### config.mk
export PLATFORM = sky130hd
export DESIGN_NAME = mine_place_ctrl
export DESIGN_NICKNAME = d
export VERILOG_FILES = /design/src/rtl/mine_place_ctrl.sv
export SDC_FILE = /design/constraint.sdc
export NUM_CORES = 1
export LEC_CHECK = 0
export ABC_AREA = 0
export BUFFER_PORTS_ARGS = -buffer_cell sky130_fd_sc_hd__buf_4
export CORE_ASPECT_RATIO = 0.75
export CORE_UTILIZATION = 55
export DETAILED_ROUTE_END_ITERATION = 10
export GPL_TIMING_DRIVEN = 0
export PLACE_DENSITY = 0.85
export SLEW_MARGIN = 20
export SYNTH_ARGS = -nofsm -noshare
export SYNTH_HDL_FRONTEND = slang
export SYNTH_SLANG_ARGS = --single-unit
### constraint.sdc
create_clock -name clk -period 4.7 [get_ports clk]
set_clock_uncertainty 0.1 [all_clocks]
set_input_delay 0.47 -clock clk [delete_from_list [all_inputs] [get_ports clk]]
set_output_delay 0.47 -clock clk [all_outputs]
set_load 0.03 [all_outputs]
### src/rtl/mine_place_ctrl.sv
// Mine placement sequencer.
// Clears the mine bitmap, then fills it with exactly MINE_NUM distinct mines
// drawn from a free-running random {x,y} sample. Samples that are off the map,
// land on the protected safe cell or hit an existing mine are rejected. After
// MAX_TRIES consecutive rejects a linear scan from the last rejected cell
// places the next mine, so completion time stays bounded. The finished bitmap
// is held stable for the neighbour-count datapath until the next start.
module mine_place_ctrl #(
    parameter int MAP_WIDTH  = 8,
    parameter int MAP_HEIGHT = 8,
    parameter int COORD_W    = 3,
    parameter int MINE_NUM   = 10,
    parameter int MAX_TRIES  = 16
) (
    input  logic                                        clk,
    input  logic                                        rst_n,
    input  logic                                        start_i,
    input  logic [COORD_W-1:0]                          safe_x_i,
    input  logic [COORD_W-1:0]                          safe_y_i,
    input  logic [2*COORD_W-1:0]                        rand_i,
    output logic                                        busy_o,
    output logic                                        done_o,
    output logic                                        map_valid_o,
    output logic [MAP_WIDTH*MAP_HEIGHT-1:0]             mine_map_o,
    output logic [$clog2(MAP_WIDTH*MAP_HEIGHT+1)-1:0]   mine_cnt_o
);

    localparam int CELLS  = MAP_WIDTH * MAP_HEIGHT;
    localparam int IDX_W  = $clog2(CELLS);
    localparam int CNT_W  = $clog2(CELLS + 1);
    localparam int REJ_W  = $clog2(MAX_TRIES + 1);
    localparam int WIDE_W = 2 * COORD_W + 1;

    localparam logic [COORD_W:0]  X_LIM     = (COORD_W + 1)'(MAP_WIDTH);
    localparam logic [COORD_W:0]  Y_LIM     = (COORD_W + 1)'(MAP_HEIGHT);
    localparam logic [IDX_W-1:0]  LAST_CELL = IDX_W'(CELLS - 1);
    localparam logic [CNT_W-1:0]  LAST_MINE = CNT_W'(MINE_NUM - 1);
    localparam logic [REJ_W-1:0]  LAST_TRY  = REJ_W'(MAX_TRIES - 1);

    typedef enum logic [2:0] {
        S_IDLE,
        S_CLEAR,
        S_PLACE,
        S_SCAN,
        S_DONE
    } state_t;

    state_t             state;
    state_t             next_state;

    logic [CELLS-1:0]   mine_map;
    logic [CNT_W-1:0]   mine_cnt;
    logic [REJ_W-1:0]   rej_cnt;
    logic [IDX_W-1:0]   scan_ptr;
    logic [IDX_W-1:0]   safe_idx;
    logic               safe_ok;
    logic               map_valid;

    logic [COORD_W-1:0] rand_x;
    logic [COORD_W-1:0] rand_y;
    logic [IDX_W-1:0]   rand_idx;
    logic               rand_in_map;
    logic               rand_reject;
    logic [IDX_W-1:0]   safe_in_idx;
    logic               safe_in_map;
    logic               scan_free;
    logic               place_en;
    logic [IDX_W-1:0]   place_idx;
    logic               last_mine;
    logic               enter_scan;

    // Linear cell index x + y*MAP_WIDTH, wide enough for any coordinate pair.
    function automatic logic [WIDE_W-1:0] lin_idx(input logic [COORD_W-1:0] cx,
                                                  input logic [COORD_W-1:0] cy);
        return WIDE_W'(cx) + WIDE_W'(cy) * WIDE_W'(MAP_WIDTH);
    endfunction

    // True when the coordinate pair addresses a real cell of the map.
    function automatic logic on_map(input logic [COORD_W-1:0] cx,
                                    input logic [COORD_W-1:0] cy);
        return ({1'b0, cx} < X_LIM) && ({1'b0, cy} < Y_LIM);
    endfunction

    // Decode the random sample and the safe-cell inputs into cell indices.
    always_comb begin
        rand_x      = rand_i[2*COORD_W-1:COORD_W];
        rand_y      = rand_i[COORD_W-1:0];
        rand_in_map = on_map(rand_x, rand_y);
        rand_idx    = IDX_W'(lin_idx(rand_x, rand_y) % WIDE_W'(CELLS));
        safe_in_map = on_map(safe_x_i, safe_y_i);
        safe_in_idx = IDX_W'(lin_idx(safe_x_i, safe_y_i) % WIDE_W'(CELLS));
    end

    // Acceptance tests for the random sample and for the current scan cell.
    always_comb begin
        rand_reject = !rand_in_map
                      || (safe_ok && (rand_idx == safe_idx))
                      || mine_map[rand_idx];
        scan_free   = !mine_map[scan_ptr] && !(safe_ok && (scan_ptr == safe_idx));
        last_mine   = (mine_cnt == LAST_MINE);
        enter_scan  = (state == S_PLACE) && rand_reject && (rej_cnt == LAST_TRY);
    end

    // Select which cell, if any, receives a mine this cycle (at most one).
    always_comb begin
        place_en  = 1'b0;
        place_idx = rand_idx;
        if ((state == S_PLACE) && !rand_reject) begin
            place_en  = 1'b1;
        end else if ((state == S_SCAN) && scan_free) begin
            place_en  = 1'b1;
            place_idx = scan_ptr;
        end
    end

    // State register.
    always_ff @(posedge clk) begin
        if (!rst_n) begin
            state <= S_IDLE;
        end else begin
            state <= next_state;
        end
    end

    // Next-state logic; start is only honoured from IDLE.
    always_comb begin
        next_state = state;
        case (state)
            S_IDLE: begin
                if (start_i) begin
                    next_state = S_CLEAR;
                end
            end
            S_CLEAR: begin
                next_state = S_PLACE;
            end
            S_PLACE: begin
                if (place_en) begin
                    next_state = last_mine ? S_DONE : S_PLACE;
                end else if (enter_scan) begin
                    next_state = S_SCAN;
                end
            end
            S_SCAN: begin
                if (place_en) begin
                    next_state = last_mine ? S_DONE : S_PLACE;
                end
            end
            S_DONE: begin
                next_state = S_IDLE;
            end
            default: begin
                next_state = S_IDLE;
            end
        endcase
    end

    // Status outputs decoded from the current state.
    always_comb begin
        busy_o = (state == S_CLEAR) || (state == S_PLACE) || (state == S_SCAN);
        done_o = (state == S_DONE);
    end

    // Capture the safe cell once per run so later input changes are ignored.
    always_ff @(posedge clk) begin
        if (!rst_n) begin
            safe_idx <= '0;
            safe_ok  <= 1'b0;
        end else if ((state == S_IDLE) && start_i) begin
            safe_idx <= safe_in_idx;
            safe_ok  <= safe_in_map;
        end
    end

    // Bitmap and mine counter: cleared in CLEAR, one bit set per placement.
    always_ff @(posedge clk) begin
        if (!rst_n) begin
            mine_map <= '0;
            mine_cnt <= '0;
        end else if (state == S_CLEAR) begin
            mine_map <= '0;
            mine_cnt <= '0;
        end else if (place_en) begin
            mine_map[place_idx] <= 1'b1;
            mine_cnt            <= mine_cnt + CNT_W'(1);
        end
    end

    // Consecutive-reject counter; any placement restarts the count.
    always_ff @(posedge clk) begin
        if (!rst_n) begin
            rej_cnt <= '0;
        end else if ((state == S_CLEAR) || place_en) begin
            rej_cnt <= '0;
        end else if (state == S_PLACE) begin
            rej_cnt <= rej_cnt + REJ_W'(1);
        end
    end

    // Scan pointer: seeded from the last rejected sample, then walks and wraps.
    always_ff @(posedge clk) begin
        if (!rst_n) begin
            scan_ptr <= '0;
        end else if (enter_scan) begin
            scan_ptr <= rand_idx;
        end else if ((state == S_SCAN) && !scan_free) begin
            scan_ptr <= (scan_ptr == LAST_CELL) ? '0 : scan_ptr + IDX_W'(1);
        end
    end

    // Map-valid flag: rises with the final placement, drops once a new run starts.
    always_ff @(posedge clk) begin
        if (!rst_n) begin
            map_valid <= 1'b0;
        end else if ((state == S_IDLE) && start_i) begin
            map_valid <= 1'b0;
        end else if (place_en && last_mine) begin
            map_valid <= 1'b1;
        end
    end

    // Drive the bitmap interface.
    always_comb begin
        mine_map_o  = mine_map;
        mine_cnt_o  = mine_cnt;
        map_valid_o = map_valid;
    end

    // The counter never overshoots and always matches the bitmap population.
    cnt_bounded: assert property (@(posedge clk) disable iff (!rst_n)
        int'(mine_cnt) <= MINE_NUM);
    cnt_matches_map: assert property (@(posedge clk) disable iff (!rst_n)
        $countones(mine_map) == int'(mine_cnt));

endmodule

==> results of run 1 <==
## worst min-delay path by stage
| stage | from | to | slack [ns] | cells after the start |
|---|---|---|---|---|
| after floorplan | safe_ok | safe_ok | 0.36 | 2 |
| after global placement | map_valid_o | map_valid_o | 0.34 | 2 |
| after detailed placement | map_valid_o | map_valid_o | 0.37 | 2 |
| after CTS | safe_x_i[1] | safe_idx[1] | 0.27 | 3 |
| after global routing | safe_y_i[2] | safe_idx[5] | 0.28 | 3 |
| final | safe_x_i[0] | safe_idx[0] | 0.27 | 3 |
## routing by layer
layer	global-route usage, %	share of wire (%)
met5	0	0
met4	11.7	2.4
met3	10.7	13
met2	50.9	44
met1	46.4	40
## cells by family after synthesis
logic type               count (synthesis)
adder cells (fa/ha/maj)                  5
XOR/XNOR                                15
AO/OA/AOI/OAI                          145
flip-flops                              93
buffers and inverters                   47
multiplexers                            61
AND/OR/NAND/NOR                        194
## power breakdown
part	switching, µW	internal, µW	total [µW]
registers	17.4	801	818
clock network	342	373	714
logic	145	75.0	220
total	504	1250	1750
## critical path, stage by stage, from the launching register on
cell and delay, ns:
dfxtp_1 0.34, buf_4 0.20, buf_4 0.23, buf_2 0.30
xnor2_1 0.16, nand4_1 0.12, or4_1 0.57, inv_1 0.23
nor3_4 0.10, buf_4 0.19, a22oi_1 0.96, o21ai_0 0.27
## through the flow
stage          cell area, µm²  instances  setup slack (ns)
3_5_place_dp             5930        774             0.992
5_1_grt                  6250        793             0.668
4_1_cts                  6220        790             0.901
2_1_floorplan            5120        560              1.87
3_3_place_gp             5930        774              1.03
6_report                 6250        793             0.745
## layout make-up
type                    count  area (µm²)
repair buffers             89         666
inverters                  10        37.5
fillers                   724        2800
clock buffers               9         225
plain buffers              37         194
clock inverters             7        65.1
well taps                 128         160
flip-flops and latches     93        1860
multi-input cells         420        3040
## registers in the layout (all words and copies together), names as in the netlist
| name | cells |
|---|---|
| mine_cnt_o | 7 |
| safe_ok | 1 |
| rej_cnt | 5 |
| safe_idx | 6 |
| map_valid_o | 1 |
| scan_ptr | 6 |
| state | 3 |
| mine_map_o | 64 |
## placed cells by master (no fill, tap or decap), types with 3 or more instances in the layout
| cell type | count |
|---|---|
| nor2_1 | 17 |
| o21ai_0 | 68 |
| a22oi_1 | 14 |
| nand4_1 | 5 |
| nor4_2 | 3 |
| nand2b_1 | 11 |
| inv_6 | 3 |
| a21oi_1 | 10 |
| mux2i_1 | 36 |
| or3_1 | 5 |
| buf_2 | 9 |
| o31ai_1 | 10 |
| mux4_2 | 21 |
| nor3_1 | 13 |
| dfxtp_1 | 93 |
| and2_1 | 4 |
| mux2_2 | 4 |
| o2111ai_1 | 4 |
| buf_4 | 94 |
| clkbuf_16 | 9 |
| xor2_1 | 8 |
| nand2_1 | 94 |
| xnor2_1 | 7 |
| a41oi_1 | 4 |
| clkbuf_1 | 18 |
| and3_1 | 6 |
| a211oi_1 | 3 |
| inv_1 | 10 |
| nand3_1 | 9 |
| buf_6 | 3 |
| a32oi_1 | 3 |
| a31oi_1 | 8 |
| nor2b_1 | 8 |
| nand3b_1 | 3 |
| ha_1 | 5 |
==> out/results.tsv, run 1 <==
metric	value	unit
drc	0	
ys_types	60	
first_pass_iters	7	
start_util	56.7	%
synth-xor-area-share	2.56	%
yosys.area_share.adder	1.22	%
yosysMostFrequentCell	nand2_1	
track_usage	34.0	%
yosys_warnings	0	
fmax	253	MHz
antenna_cells	0	
status	finished clean	
startpoint	scan_ptr[1]	
clkLatencyLatePin	0.36	ns
drv_cap	0	
slew_headroom	19.7	%
seq_area_frac_synth	36.3	%
ys_ff_latch	93	
numCtsBuffers	9	
synth_edf_count	0	
slew_viol_final	0	
cts_setup_buffers	0	
crit_type	register to register	
synth.area.mux_share	17.1	%
synth_top_cell_area_share	36.3	%
wl	16400	µm
crit_path_end	mine_map_o[39]	
crit_path_start_kind	register	
synth-compound-area-share	18.6	%
fin_util	69.1	%
ctsResizeCount	0	
h-tree-depth	3	
cp-end-kind	register	
gr-total-overflow	0	
syn_area	5120	µm²
drive_gt1_share	24.2	%
first_iter_violations	601	
rows	30	
yosys-top-cells-count	94 x nand2_1, 93 x dfxtp_1, 68 x o21ai_0	
power_leakage	0.00238	µW
tritoncts	built	
powerDensity	280	nW/µm²
grt_pass1_vias	4549	
synth_top_flop_cell	dfxtp_1	
hold_path.class	input pin to register	
gp_congestion	1.01	
wl_per_cell	20.6	µm
die_w	113	µm
cp_data_required_time	4.77	ns
peakVddDrop	207	µV
fin_crit	3.96	ns
num_vias	5120	
reg2reg_depth	11	
cts-root-buf	clkbuf_16	
r2r-start	scan_ptr[1]	
r2r_end	mine_map_o[39]	
die_h	85.6	µm
cts_num_sinks	93	
synth_nets	580	
tightest_slew	1.20	ns
dp_hpwl	11700	µm
reg2reg_slack	0.74	ns
rsz0062_at_grt	false	
syn_inst	560	
dieArea	9710	µm²
avgViaCountPerCell	6.46	
synthSimpleGateAreaFrac	19.7	%
setup_tns	0	ns
port_buffers	86	
setup_viol	0	
grt_pass1_wl	25000	µm
ios	89	
period_share	84.2	%
clockBufferDepth	2	
power	1750	µW
yosysTopAreaCell	dfxtp_1	
area_growth	21.9	%
hold_buffers	0	
core-area	9050	µm²
path_clk_slew	0.07	ns
antenna_left	0	
holdWs	0.270	ns
synth_top_family_by_area	simple AND/OR/NAND/NOR gates	
critPathMaxFanout	10	
ys_top_cells_by_area	dfxtp_1 36%, mux4_2 9.2%, mux2i_1 7.0%	
avgSynthCellArea	9.15	µm²
async_reset_ff_share	0	%
hold_viol_final	0	
nets	680	
grt_start_max_net_pins	19	
antenna_found_initial	0	
critPathArrivalTime	4.02	ns
No activity file was read; power rests on OpenSTA's default activity.
==> inputs of run 2 (changes only) <==
Settings changed: ABC_AREA 0 to 1, PLACE_DENSITY 0.85 to 0.84.
Clock period 4.7 ns to 3.96 ns, I/O delays scaled along.
==> run 2 against run 1 <==
Against the previous run: combinational power rose to 3.1 times the previous value; final area up 6.0%; global-route usage increased by 0.89 points; power increased by 51%; first-iteration DRC count is 34% higher; cell count is 38% higher; sequential power increased by 25%; highest routed layer unchanged; largest power group unchanged; count of clock-buffer cells in the layout rose by 5; non-clock buffer count shrank 1.
==> out/results.tsv, run 2 <==
metric	value	unit	change
status	finished clean		unchanged
track_usage	34.9	%	was 34.0%
hold_buffers	0		unchanged
crit_family	simple AND/OR/NAND/NOR gates		was compound AO/OA/AOI/OAI gates
clkLatencyLatePin	0.35	ns	was 0.36 ns
port_buffers	85		was 86
slew_viol_final	0		unchanged
r2r-start	scan_ptr[1]		unchanged
ys_types	36		was 60
numCtsBuffers	9		unchanged
rows	31		was 30
path_clk_slew	0.06	ns	was 0.07 ns
num-fill-cells	873		was 724
yosys-top-cells-count	274 x nand2_1, 117 x nand3_1, 106 x inv_1		was 94 x nand2_1, 93 x dfxtp_1, 68 x o21ai_0
seq_area_frac_synth	33.9	%	was 36.3%
grt_pass1_vias	5344		was 4549
multiInputGateArea	2990	µm²	was 3040 µm²
hold_path.class	input pin to register		unchanged
intPower	1740	µW	was 1250 µW
gp_congestion	0.963		was 1.01
cts_setup_buffers	0		unchanged
startpoint	scan_ptr[1]		unchanged
critPathArrivalTime	3.13	ns	was 4.02 ns
gr-total-overflow	0		unchanged
cts_num_sinks	93		unchanged
tightest_slew	0.684	ns	was 1.20 ns
h-tree-depth	3		unchanged
path_cells	clkbuf_1 > nand3_1 > nand3_1 > nand2_1 > nand2_1 > nand3_1 > nand3_2 > buf_2 > nand4_1 > nand2_2 > nand2_4 > nor2_4 > nand2_1 > a21oi_1		was buf_4 > buf_4 > buf_2 > xnor2_1 > nand4_1 > or4_1 > inv_1 > nor3_4 > buf_4 > a22oi_1 > o21ai_0
cts-root-buf	clkbuf_16		unchanged
hold-path-endpoint	safe_idx[2]		was safe_idx[0]
reg2reg_depth	14		was 11
async_reset_ff_share	0	%	unchanged
fmax	338	MHz	was 253 MHz
first_pass_iters	5		was 7
setup_viol	0		unchanged
syn_area	5490	µm²	was 5120 µm²
avgViaCountPerCell	5.65		was 6.46
fin_ws	0.999	ns	was 0.745 ns
yosysMostFrequentCell	nand2_1		unchanged
peakVddDrop	309	µV	was 207 µV
power_frac_seq	38.5	%	was 46.7%
syn_inst	865		was 560
ys_ff_latch	93		unchanged
cp-end-kind	register		unchanged
ctsResizeCount	0		unchanged
min_from	safe_x_i[2]		was safe_x_i[0]
hold_viol_final	0		unchanged
drv_cap	0		unchanged
cp_slowest_cell	clkbuf_1		was a22oi_1
cp_data_required_time	4.13	ns	was 4.77 ns
num_vias	6205		was 5120
synth_top_flop_cell	dfxtp_1		unchanged
die_h	88.5	µm	was 85.6 µm
die_w	117	µm	was 113 µm
antenna_left	0		unchanged
final_common_cell	nand2_1		
first_iter_violations	807		was 601
slew_headroom	54.4	%	was 19.7%
dieArea	10400	µm²	was 9710 µm²
place_ws	1.10	ns	was 0.992 ns
dp_hpwl	12500	µm	was 11700 µm
setup_tns	0	ns	unchanged
area_growth	20.7	%	was 21.9%
slowest_delay	0.49	ns	was 0.96 ns
clockBufferDepth	2		unchanged
synth_nets	885		was 580
critPathMaxFanout	10		unchanged
power_frac_clock	35.6	%	was 40.8%
crit_path_start_kind	register		unchanged
nets	981		was 680
p_comb_share	25.9	%	was 12.5%
wl	18000	µm	was 16400 µm
tritoncts	built		unchanged
ios	89		unchanged
rsz0062_at_grt	false		unchanged
ys_top_cells_by_area	dfxtp_1 34%, nand2_1 19%, nand3_1 11%		was dfxtp_1 36%, mux4_2 9.2%, mux2i_1 7.0%
synth_edf_count	0		unchanged
grt_pass1_wl	28100	µm	was 25000 µm
yosysTopAreaCell	dfxtp_1		unchanged
period_share	74.8	%	was 84.2%
drive_gt1_share	17.3	%	was 24.2%
power_leakage	0.00270	µW	was 0.00238 µW
fin_crit	2.96	ns	was 3.96 ns
ff_latch_area	1860	µm²	unchanged
drc	0		unchanged
synth_top_cell_area_share	33.9	%	was 36.3%
crit_type	register to register		unchanged
p_sw_share	34.0	%	was 28.7%
min_path_cells	3		unchanged
antenna_cells	0		unchanged
core-area	9660	µm²	was 9050 µm²
grt_start_max_net_pins	15		was 19
path_buf_inv	2		was 5
powerDensity	399	nW/µm²	was 280 nW/µm²
start_util	56.8	%	was 56.7%
avgSynthCellArea	6.34	µm²	was 9.15 µm²
r2r_end	mine_map_o[32]		was mine_map_o[39]
largest_reg_flops	64		unchanged
yosys_warnings	0		unchanged
wl_per_cell	16.4	µm	was 20.6 µm
layout_common_cells	274 x nand2_1, 117 x nand3_1, 106 x inv_1		was 94 x buf_4, 94 x nand2_1, 93 x dfxtp_1
reg2reg_slack	1.0	ns	was 0.74 ns
switchingPower	900	µW	was 504 µW
antenna_found_initial	0		unchanged
[run 2: cell type report]
class,instances,share of cell area (%)
multi-input combinational,621,45.2
sequential,93,28.1
timing repair buffer,85,9.64
inverter,111,6.29
clock buffer,14,4.44
buffer,40,3.23
tap,132,2.49
clock inverter,2,0.567
[run 2: how the worst max path moves through the flow]
| stage | end | cells past startpoint |
|---|---|---|
| 6_report | mine_map_o[32] | 14 |
| 5_1_grt | mine_map_o[16] | 14 |
| 4_1_cts | mine_map_o[41] | 14 |
| 3_5_place_dp | mine_map_o[32] | 15 |
| 3_3_place_gp | mine_map_o[0] | 15 |
| 2_1_floorplan | scan_ptr[5] | 16 |
[run 2: kinds of logic (layout without fill, tap and decap cells)]
kind of cell | after synthesis | after routing | synth area share [%]
AOI/OAI and AO/OA | 121 | 121 | 11.7
xor gates and xnor gates | 6 | 6 | 0.958
adders and majority gates | 5 | 5 | 1.14
buffers and inverters | 151 | 252 | 11.5
DFF | 93 | 93 | 33.9
and+or+nand+nor | 489 | 489 | 40.7
[run 2: worst register-to-register path: cells and delay by family, from the launching register on]
kind | cells | cell delay (ns)
AOI/OAI and AO/OA | 1 | 0.15
buffers and inverters | 2 | 0.72
DFF | 1 | 0.40
and+or+nand+nor | 11 | 1.51
[run 2: power groups by stage]
stage | combinational [µW] | sequential (µW) | clock, µW
after CTS | 667 | 1020 | 942
after detailed placement | 663 | 1040 | 0
final | 683 | 1020 | 942
after global placement | 652 | 1040 | 0
after floorplan | 464 | 1050 | 0
after global routing | 738 | 1020 | 986
[run 2: per-stage QoR]
| step | power [µW] | util [%] | hold slack, ns | instances | area, µm² |
|---|---|---|---|---|---|
| final | 2640 | 68.5 | 0.175 | 1098 | 6620 |
| after global routing | 2750 | 68.5 | 0.180 | 1098 | 6620 |
| after CTS | 2630 | 68.5 | 0.173 | 1098 | 6620 |
| after detailed placement | 1700 | 65.1 | 0.377 | 1082 | 6290 |
| after global placement | 1690 | 65.1 | 0.370 | 1082 | 6290 |
| after floorplan | 1510 | - | 0.357 | 865 | 5490 |
[run 2: metal layers]
metal  part of all wire, %  global-route usage, %  vias to the layer above
met5                     0                      0                        -
met4                   2.8                   14.0                        0
met3                    14                   9.86                       54
met2                    42                   53.8                      403
met1                    41                   46.4                     2791
li1                      -                      -                     2957
